<file path="config.mk">
export PLATFORM = sky130hd
export DESIGN_NAME = quadrature_counter_flat
export DESIGN_NICKNAME = d
export VERILOG_FILES = /design/src/rtl/quadrature_counter_if.sv /design/src/rtl/quadrature_counter.sv /design/src/flat_wrapper.sv
export SDC_FILE = /design/constraint.sdc
export NUM_CORES = 1
export LEC_CHECK = 0
export CORE_MARGIN = 1.5
export CORE_UTILIZATION = 52
export DETAILED_ROUTE_END_ITERATION = 10
export GPL_TIMING_DRIVEN = 0
export PLACE_DENSITY = 0.77
export SYNTH_ARGS = -nofsm -noshare
export SYNTH_HDL_FRONTEND = slang
export SYNTH_SLANG_ARGS = --single-unit
</file>
<file path="constraint.sdc">
create_clock -name clock -period 4.1 [get_ports clock]
set_clock_uncertainty 0.1 [all_clocks]
set_input_delay 0.82 -clock clock [delete_from_list [all_inputs] [get_ports clock]]
set_output_delay 0.82 -clock clock [all_outputs]
set_load 0.05 [all_outputs]
</file>
<file path="src/rtl/quadrature_counter_if.sv">
// Encoder-facing and position-facing signals of quadrature_counter.
// The master drives the encoder/control inputs; the slave (the counter) drives position status.
interface quadrature_counter_if;
    logic        enc_a;
    logic        enc_b;
    logic        invert;
    logic        clear;
    logic        error_clr;
    logic [31:0] count;
    logic        dir;
    logic        step;
    logic        error;

    modport master (
        output enc_a, enc_b, invert, clear, error_clr,
        input  count, dir, step, error
    );

    modport slave (
        input  enc_a, enc_b, invert, clear, error_clr,
        output count, dir, step, error
    );
endinterface

</file>
<file path="src/rtl/quadrature_counter.sv">
// Quadrature encoder front end: synchroniser, per-channel glitch filter, priming FSM,
// x4 decoder and signed 32-bit position counter with sticky illegal-transition flag.
module quadrature_counter #(
    parameter int unsigned FILTER_LEN = 4
) (
    input  logic                 clock,
    input  logic                 reset,
    quadrature_counter_if.slave  bus
);
    typedef enum logic {PRIME, RUN} state_t;

    localparam logic [7:0] FCNT_LAST  = 8'(FILTER_LEN - 1);
    localparam logic [8:0] PRIME_LAST = 9'(FILTER_LEN + 2);

    state_t      state_q, state_d;
    logic [8:0]  prime_cnt_q, prime_cnt_d;
    logic        priming;

    logic        a_s1_q, a_s2_q, b_s1_q, b_s2_q;
    logic [7:0]  fcnt_a_q, fcnt_a_d, fcnt_b_q, fcnt_b_d;
    logic        filt_a_q, filt_a_d, filt_b_q, filt_b_d;
    logic [1:0]  prev_q, cur;
    logic [31:0] count_q, count_d;
    logic        dir_q, dir_d, step_q, step_d, error_q, error_d;
    logic        fwd_move, rev_move, move, up, illegal;

    function automatic logic [1:0] gray_next(input logic [1:0] ab);
        case (ab)
            2'b00:   gray_next = 2'b01;
            2'b01:   gray_next = 2'b11;
            2'b11:   gray_next = 2'b10;
            default: gray_next = 2'b00;
        endcase
    endfunction

    // State register
    always_ff @(posedge clock) begin
        if (reset) begin
            state_q     <= PRIME;
            prime_cnt_q <= '0;
        end else begin
            state_q     <= state_d;
            prime_cnt_q <= prime_cnt_d;
        end
    end

    // Next state: PRIME lasts FILTER_LEN+3 cycles, RUN is terminal
    always_comb begin
        state_d     = state_q;
        prime_cnt_d = prime_cnt_q;
        if (state_q == PRIME) begin
            prime_cnt_d = prime_cnt_q + 9'd1;
            if (prime_cnt_q == PRIME_LAST) state_d = RUN;
        end
    end

    // FSM outputs
    always_comb begin
        priming = (state_q == PRIME);
    end

    always_comb begin
        filt_a_d = filt_a_q;
        fcnt_a_d = fcnt_a_q;
        filt_b_d = filt_b_q;
        fcnt_b_d = fcnt_b_q;
        if (priming) begin
            filt_a_d = a_s2_q;
            fcnt_a_d = '0;
            filt_b_d = b_s2_q;
            fcnt_b_d = '0;
        end else begin
            if (a_s2_q == filt_a_q) begin
                fcnt_a_d = '0;
            end else if (fcnt_a_q == FCNT_LAST) begin
                filt_a_d = a_s2_q;
                fcnt_a_d = '0;
            end else begin
                fcnt_a_d = fcnt_a_q + 8'd1;
            end
            if (b_s2_q == filt_b_q) begin
                fcnt_b_d = '0;
            end else if (fcnt_b_q == FCNT_LAST) begin
                filt_b_d = b_s2_q;
                fcnt_b_d = '0;
            end else begin
                fcnt_b_d = fcnt_b_q + 8'd1;
            end
        end
    end

    // Decoder; clear suppresses the step but prev still advances so the edge is consumed
    always_comb begin
        cur      = {filt_a_q, filt_b_q};
        fwd_move = (cur == gray_next(prev_q));
        rev_move = (prev_q == gray_next(cur));
        illegal  = !priming && ((cur ^ prev_q) == 2'b11);
        move     = !priming && (fwd_move || rev_move);
        up       = fwd_move ^ bus.invert;
        count_d  = count_q;
        step_d   = 1'b0;
        dir_d    = dir_q;
        if (bus.clear) begin
            count_d = '0;
        end else if (move) begin
            count_d = up ? count_q + 32'd1 : count_q - 32'd1;
            step_d  = 1'b1;
            dir_d   = up;
        end
        error_d = illegal ? 1'b1 : (bus.error_clr ? 1'b0 : error_q);
    end

    always_ff @(posedge clock) begin
        if (reset) begin
            a_s1_q   <= 1'b0;
            a_s2_q   <= 1'b0;
            b_s1_q   <= 1'b0;
            b_s2_q   <= 1'b0;
            fcnt_a_q <= '0;
            fcnt_b_q <= '0;
            filt_a_q <= 1'b0;
            filt_b_q <= 1'b0;
            prev_q   <= '0;
            count_q  <= '0;
            dir_q    <= 1'b0;
            step_q   <= 1'b0;
            error_q  <= 1'b0;
        end else begin
            a_s1_q   <= bus.enc_a;
            a_s2_q   <= a_s1_q;
            b_s1_q   <= bus.enc_b;
            b_s2_q   <= b_s1_q;
            fcnt_a_q <= fcnt_a_d;
            fcnt_b_q <= fcnt_b_d;
            filt_a_q <= filt_a_d;
            filt_b_q <= filt_b_d;
            prev_q   <= cur;
            count_q  <= count_d;
            dir_q    <= dir_d;
            step_q   <= step_d;
            error_q  <= error_d;
        end
    end

    assign bus.count = count_q;
    assign bus.dir   = dir_q;
    assign bus.step  = step_q;
    assign bus.error = error_q;
endmodule

</file>
<file path="src/flat_wrapper.sv">
// flat-port wrapper written by rule: the top's interface ports become plain ports
module quadrature_counter_flat 
#(
    parameter int unsigned FILTER_LEN = 4
)
  (clock, reset, bus_enc_a, bus_enc_b, bus_invert, bus_clear, bus_error_clr, bus_count, bus_dir, bus_step, bus_error);
  quadrature_counter_if bus_i ();
  input  logic clock;
  input  logic reset;
  input wire logic [$bits(bus_i.enc_a)-1:0] bus_enc_a;
  input wire logic [$bits(bus_i.enc_b)-1:0] bus_enc_b;
  input wire logic [$bits(bus_i.invert)-1:0] bus_invert;
  input wire logic [$bits(bus_i.clear)-1:0] bus_clear;
  input wire logic [$bits(bus_i.error_clr)-1:0] bus_error_clr;
  output wire logic [$bits(bus_i.count)-1:0] bus_count;
  output wire logic [$bits(bus_i.dir)-1:0] bus_dir;
  output wire logic [$bits(bus_i.step)-1:0] bus_step;
  output wire logic [$bits(bus_i.error)-1:0] bus_error;
  assign bus_i.enc_a = bus_enc_a;
  assign bus_i.enc_b = bus_enc_b;
  assign bus_i.invert = bus_invert;
  assign bus_i.clear = bus_clear;
  assign bus_i.error_clr = bus_error_clr;
  assign bus_count = bus_i.count;
  assign bus_dir = bus_i.dir;
  assign bus_step = bus_i.step;
  assign bus_error = bus_i.error;
  quadrature_counter #(.FILTER_LEN(FILTER_LEN)) u_core (.clock(clock), .reset(reset), .bus(bus_i));
endmodule
</file>
==> run summary <==
OUTCOME
-----------------------------------------------------------------------------------------------------------------
Result of the run                                                                                    complete, no violations

WORST SETUP PATH
-----------------------------------------------------------------------------------------------------------------
Crit end category                                                                                       flip-flop
Stages on the worst setup path                                                                                 15
Maximum single-stage delay on the critical path                                                           0.40 ns
Crit Reg-Reg Startpoint                                                                              u_core.filt_b_q$_SDFFE_PP0P_
Worst Reg2Reg Path Length in Cells                                                                             15
Terminus of the critical flop-to-flop path                                                           u_core.bus.count[22]$_SDFFE_PP0P_
Arrival time at the worst endpoint                                                                        4.10 ns
Setup slack of the most critical reg-to-reg path                                                          0.32 ns
Delay-heaviest family, CP                                                                            simple AND/OR/NAND/NOR gates
Kind of critical path                                                                                primary input to flip-flop
CP Cell Sequence                                                                                     dlygate4sd2_1 -> or3_1 -> buf_6 -> nand2_2 -> buf_12 -> buf_6 -> xnor2_1 -> ha_2 -> nand2_1 -> or2_2 -> o22ai_4 -> o211ai_1 -> o21ai_1 -> mux2i_1 -> mux2i_1
Kind of start point of the critical path                                                             primary input
Master of the slowest instance on the critical path                                                         or3_1
Required time of the critical path                                                                        4.29 ns
Peak fanout along the critical path                                                                            10
Beginning of the critical path                                                                         bus_invert
Sum of buffers and inverters on the critical path                                                               4

STA
-----------------------------------------------------------------------------------------------------------------
Achievable frequency                                                                                    0.256 GHz
Max-Slew Margin vs Limit                                                                                    50.0%
Endpoints failing hold                                                                                          0
Worst-Margin Slew                                                                                        0.750 ns
Final number of max-transition violations                                                                       0
Final min period                                                                                          3.91 ns
Setup Viol. Count Final                                                                                         0
Fraction of the cycle the final worst path needs                                                            95.4%
RSZ-0062 raised after global routing                                                                           no

GLOBAL ROUTE
-----------------------------------------------------------------------------------------------------------------
Global-route wire length before repair                                                                   19700 um
Antenna violations before repair                                                                                0
Pin count of the biggest net entering global routing                                                           20
Overall Global Routing Usage                                                                                28.8%
Global route overflow                                                                                           0
Via count of the first global-routing pass                                                                   3980

ROUTING
-----------------------------------------------------------------------------------------------------------------
Number of antenna-violating nets in the routed design                                                           0
Number of detailed-routing iterations run before antenna repair                                                 5
Number of design-rule violations left by the first detailed-router iteration                                  356
Via Count                                                                                                    4303
Drt total wl                                                                                             11900 um
DRC violations left                                                                                             0
Avg WL per Cell                                                                                           17.0 um
Post-detailed-route via-to-cell ratio                                                                        6.11

PLACEMENT
-----------------------------------------------------------------------------------------------------------------
Estimated wirelength of the detail-placed design                                                          8790 um
Final weighted congestion in routability-driven placement                                                   0.958
Port buffer count                                                                                              41
Cell count after placement                                                                                    683

LOGIC SYNTHESIS
-----------------------------------------------------------------------------------------------------------------
Count of different cell masters after synthesis                                                                62
Leading post-synthesis cells by cell area                                                            dfxtp_1 33%, nor2_1 6.0%, nand2_1 4.4%
Top cell type's share of synthesized area                                                                   32.7%
Compound-gate portion of the synthesized area                                                               13.9%
Synthesized-area fraction occupied by xor and xnor cells                                                    8.07%
Primary FF master, synth                                                                                  dfxtp_1
Proportion of synthesized chip area in sequential cells                                                     32.7%
Synth Warn #                                                                                                    0
Post-synth net total                                                                                          552
Number of synthesized register bits                                                                            69
Gate count after technology mapping                                                                           540
Portion of netlist area occupied by mux cells                                                               4.86%
Mean instance size in the synthesized netlist                                                           7.81 um^2
Netlist Area Pre-Place                                                                                  4220 um^2
Synthesized-area fraction occupied by and/or/nand/nor cells                                                 34.6%
Cell type with the largest total area after synthesis                                                     dfxtp_1
Synth async-reset ratio                                                                                        0%
Post-synth EDFFs                                                                                                0
Dominant combinational cell family by area after synthesis                                           simple AND/OR/NAND/NOR gates
Arithmetic-cell share of the synthesized area counting full adders, half adders and majority gates          1.48%

FLOORPLAN
-----------------------------------------------------------------------------------------------------------------
Number of core rows                                                                                            32
Starting utilization of the core area                                                                       54.0%
Floorplan core area                                                                                     7810 um^2
Die outline width                                                                                         93.1 um
Top Ports                                                                                                      42
Die span in y                                                                                             93.1 um
Die area                                                                                                8660 um^2

PWR
-----------------------------------------------------------------------------------------------------------------
NetSw                                                                                                    0.360 mW
Static Leakage                                                                                            1.76 nW
Part of the total power dissipated in combinational logic                                                    9.9%
Internal power                                                                                           0.949 mW
Seq pwr share                                                                                               52.1%
Switching share of total power                                                                              27.5%
Share of total power in the clock network                                                                   38.1%
Highest ir drop seen on vdd                                                                                198 uV
Overall power                                                                                             1.31 mW
Total power per unit cell area                                                                        262 nW/um^2

CLOCK NETWORK
-----------------------------------------------------------------------------------------------------------------
Longest Clk Path Bufs                                                                                           2
Number of sinks on the clock net                                                                               69
H-tree depth                                                                                                    3
TritonCTS Buffers                                                                                               9
Clock transition at the registers of the reported paths                                                   0.08 ns
Master cell of the clock root buffer                                                                     clkbuf_8
CTS tree                                                                                                      yes
Worst-Skew Late Latency                                                                                   0.35 ns

FINAL LAYOUT
-----------------------------------------------------------------------------------------------------------------
Most common cell after layout, fill and taps aside                                                        dfxtp_1
Fraction of the core area covered by cells at the end of the flow                                           64.1%
Number of standard cells in the layout, taps in and fillers out                                               704
Count of inserted antenna diode cells                                                                           0
Fill cell total of the finished layout                                                                        715
Post-layout nets                                                                                              609
Commonest cells after routing, fill and taps aside                                                   69 x dfxtp_1, 67 x nor2_1, 49 x nand2_1
Share of cells above drive strength 1                                                                       8.47%
Area growth from synthesis to layout                                                                        18.6%

WORST HOLD PATH
-----------------------------------------------------------------------------------------------------------------
Hold Path Stages                                                                                                1
Worst Hold Class                                                                                     flip-flop to flip-flop
Hold wc startpoint                                                                                   u_core.b_s1_q$_SDFF_PP0_
Endpoint of the worst hold path                                                                      u_core.b_s2_q$_SDFF_PP0_

RUN
-----------------------------------------------------------------------------------------------------------------
Reported max-cap violation count                                                                                0

-- routing by layer --
metal | vias to the layer above | global-route usage, % | part of all wire (%)
met1 | 1991 | 37.8 | 43
met3 | 45 | 4.72 | 7.0
li1 | 2069 | - | -
met2 | 198 | 45.9 | 47
met4 | 0 | 13.6 | 3.2
met5 | - | 0 | 0
-- power groups by stage --
stage | sequential, mW | combinational (mW) | clock [mW]
floorplan | 0.698 | 0.0849 | 0
global placement | 0.697 | 0.120 | 0
detailed placement | 0.698 | 0.120 | 0
CTS | 0.682 | 0.121 | 0.512
global route | 0.683 | 0.142 | 0.542
finish | 0.682 | 0.129 | 0.498
-- logic make-up after synthesis --
family | after synthesis
xor gates and xnor gates | 38
adders and majority gates | 5
and+or+nand+nor | 280
AOI/OAI and AO/OA | 89
muxes | 20
buffers and inverters | 39
DFF | 69
-- cells in the mapped netlist, types with 4 or more instances --
cell	n
a21oi_1	34
and2_1	5
and3_1	9
and4_1	4
clkbuf_1	25
dfxtp_1	69
ha_1	5
inv_1	5
mux2i_1	16
nand2_1	49
nand3_1	35
nand4_1	13
nor2_1	67
nor2b_1	10
nor3_1	15
nor4_1	19
nor4b_1	4
o211ai_1	6
o21ai_0	14
or2_2	4
or3_1	26
or4_1	7
xnor2_1	17
xor2_1	20
-- worst max-delay path by stage --
stage | slack [ns] | end
after floorplan | 0.22 | u_core.bus.count[26]$_SDFFE_PP0P_
after detailed placement | -0.92 | u_core.bus.count[22]$_SDFFE_PP0P_
after global placement | -0.95 | u_core.bus.count[26]$_SDFFE_PP0P_
after CTS | 0.10 | u_core.bus.count[14]$_SDFFE_PP0P_
after global routing | 0.01 | u_core.bus.count[14]$_SDFFE_PP0P_
final | 0.19 | u_core.bus.count[22]$_SDFFE_PP0P_
-- area by class of cell --
type | count | area [um^2] | area share [%]
inverters | 5 | 18.8 | 0.375
plain buffers | 33 | 170 | 3.40
clock inverters | 7 | 50.0 | 1.00
well taps | 102 | 128 | 2.55
repair buffers | 47 | 454 | 9.08
clock buffers | 9 | 124 | 2.48
multi-input cells | 432 | 2680 | 53.5
flip-flops and latches | 69 | 1380 | 27.6
-- sequential cells by signal (all words and copies together) (netlist names), 2 cells and up --
name,cells
u_core.bus.count,32
u_core.fcnt_a_q,8
u_core.prime_cnt_q,9
u_core.fcnt_b_q,8
u_core.prev_q,2
-- through the flow --
step	setup TNS [ns]	setup slack (ns)	hold WS [ns]	instance area (um^2)
finish	0	0.190	0.338	5000
global route	0	0.0105	0.361	5000
CTS	0	0.100	0.342	4960
detailed placement	-7.43	-0.920	0.324	4760
global placement	-7.23	-0.952	0.318	4760
floorplan	0	0.218	0.314	4220
-- repair_timing --
item / CTS / global route
setup buffers: 3 / 3
pin swaps: 2 / 1
endpoints found under the hold margin: 0 / 0
cloned: 0 / 0
hold buffers: 0 / 0
setup endpoints to repair: 10 / 3
gates resized for setup: 5 / 3
Note: power is estimated with default switching activity, not from simulation.
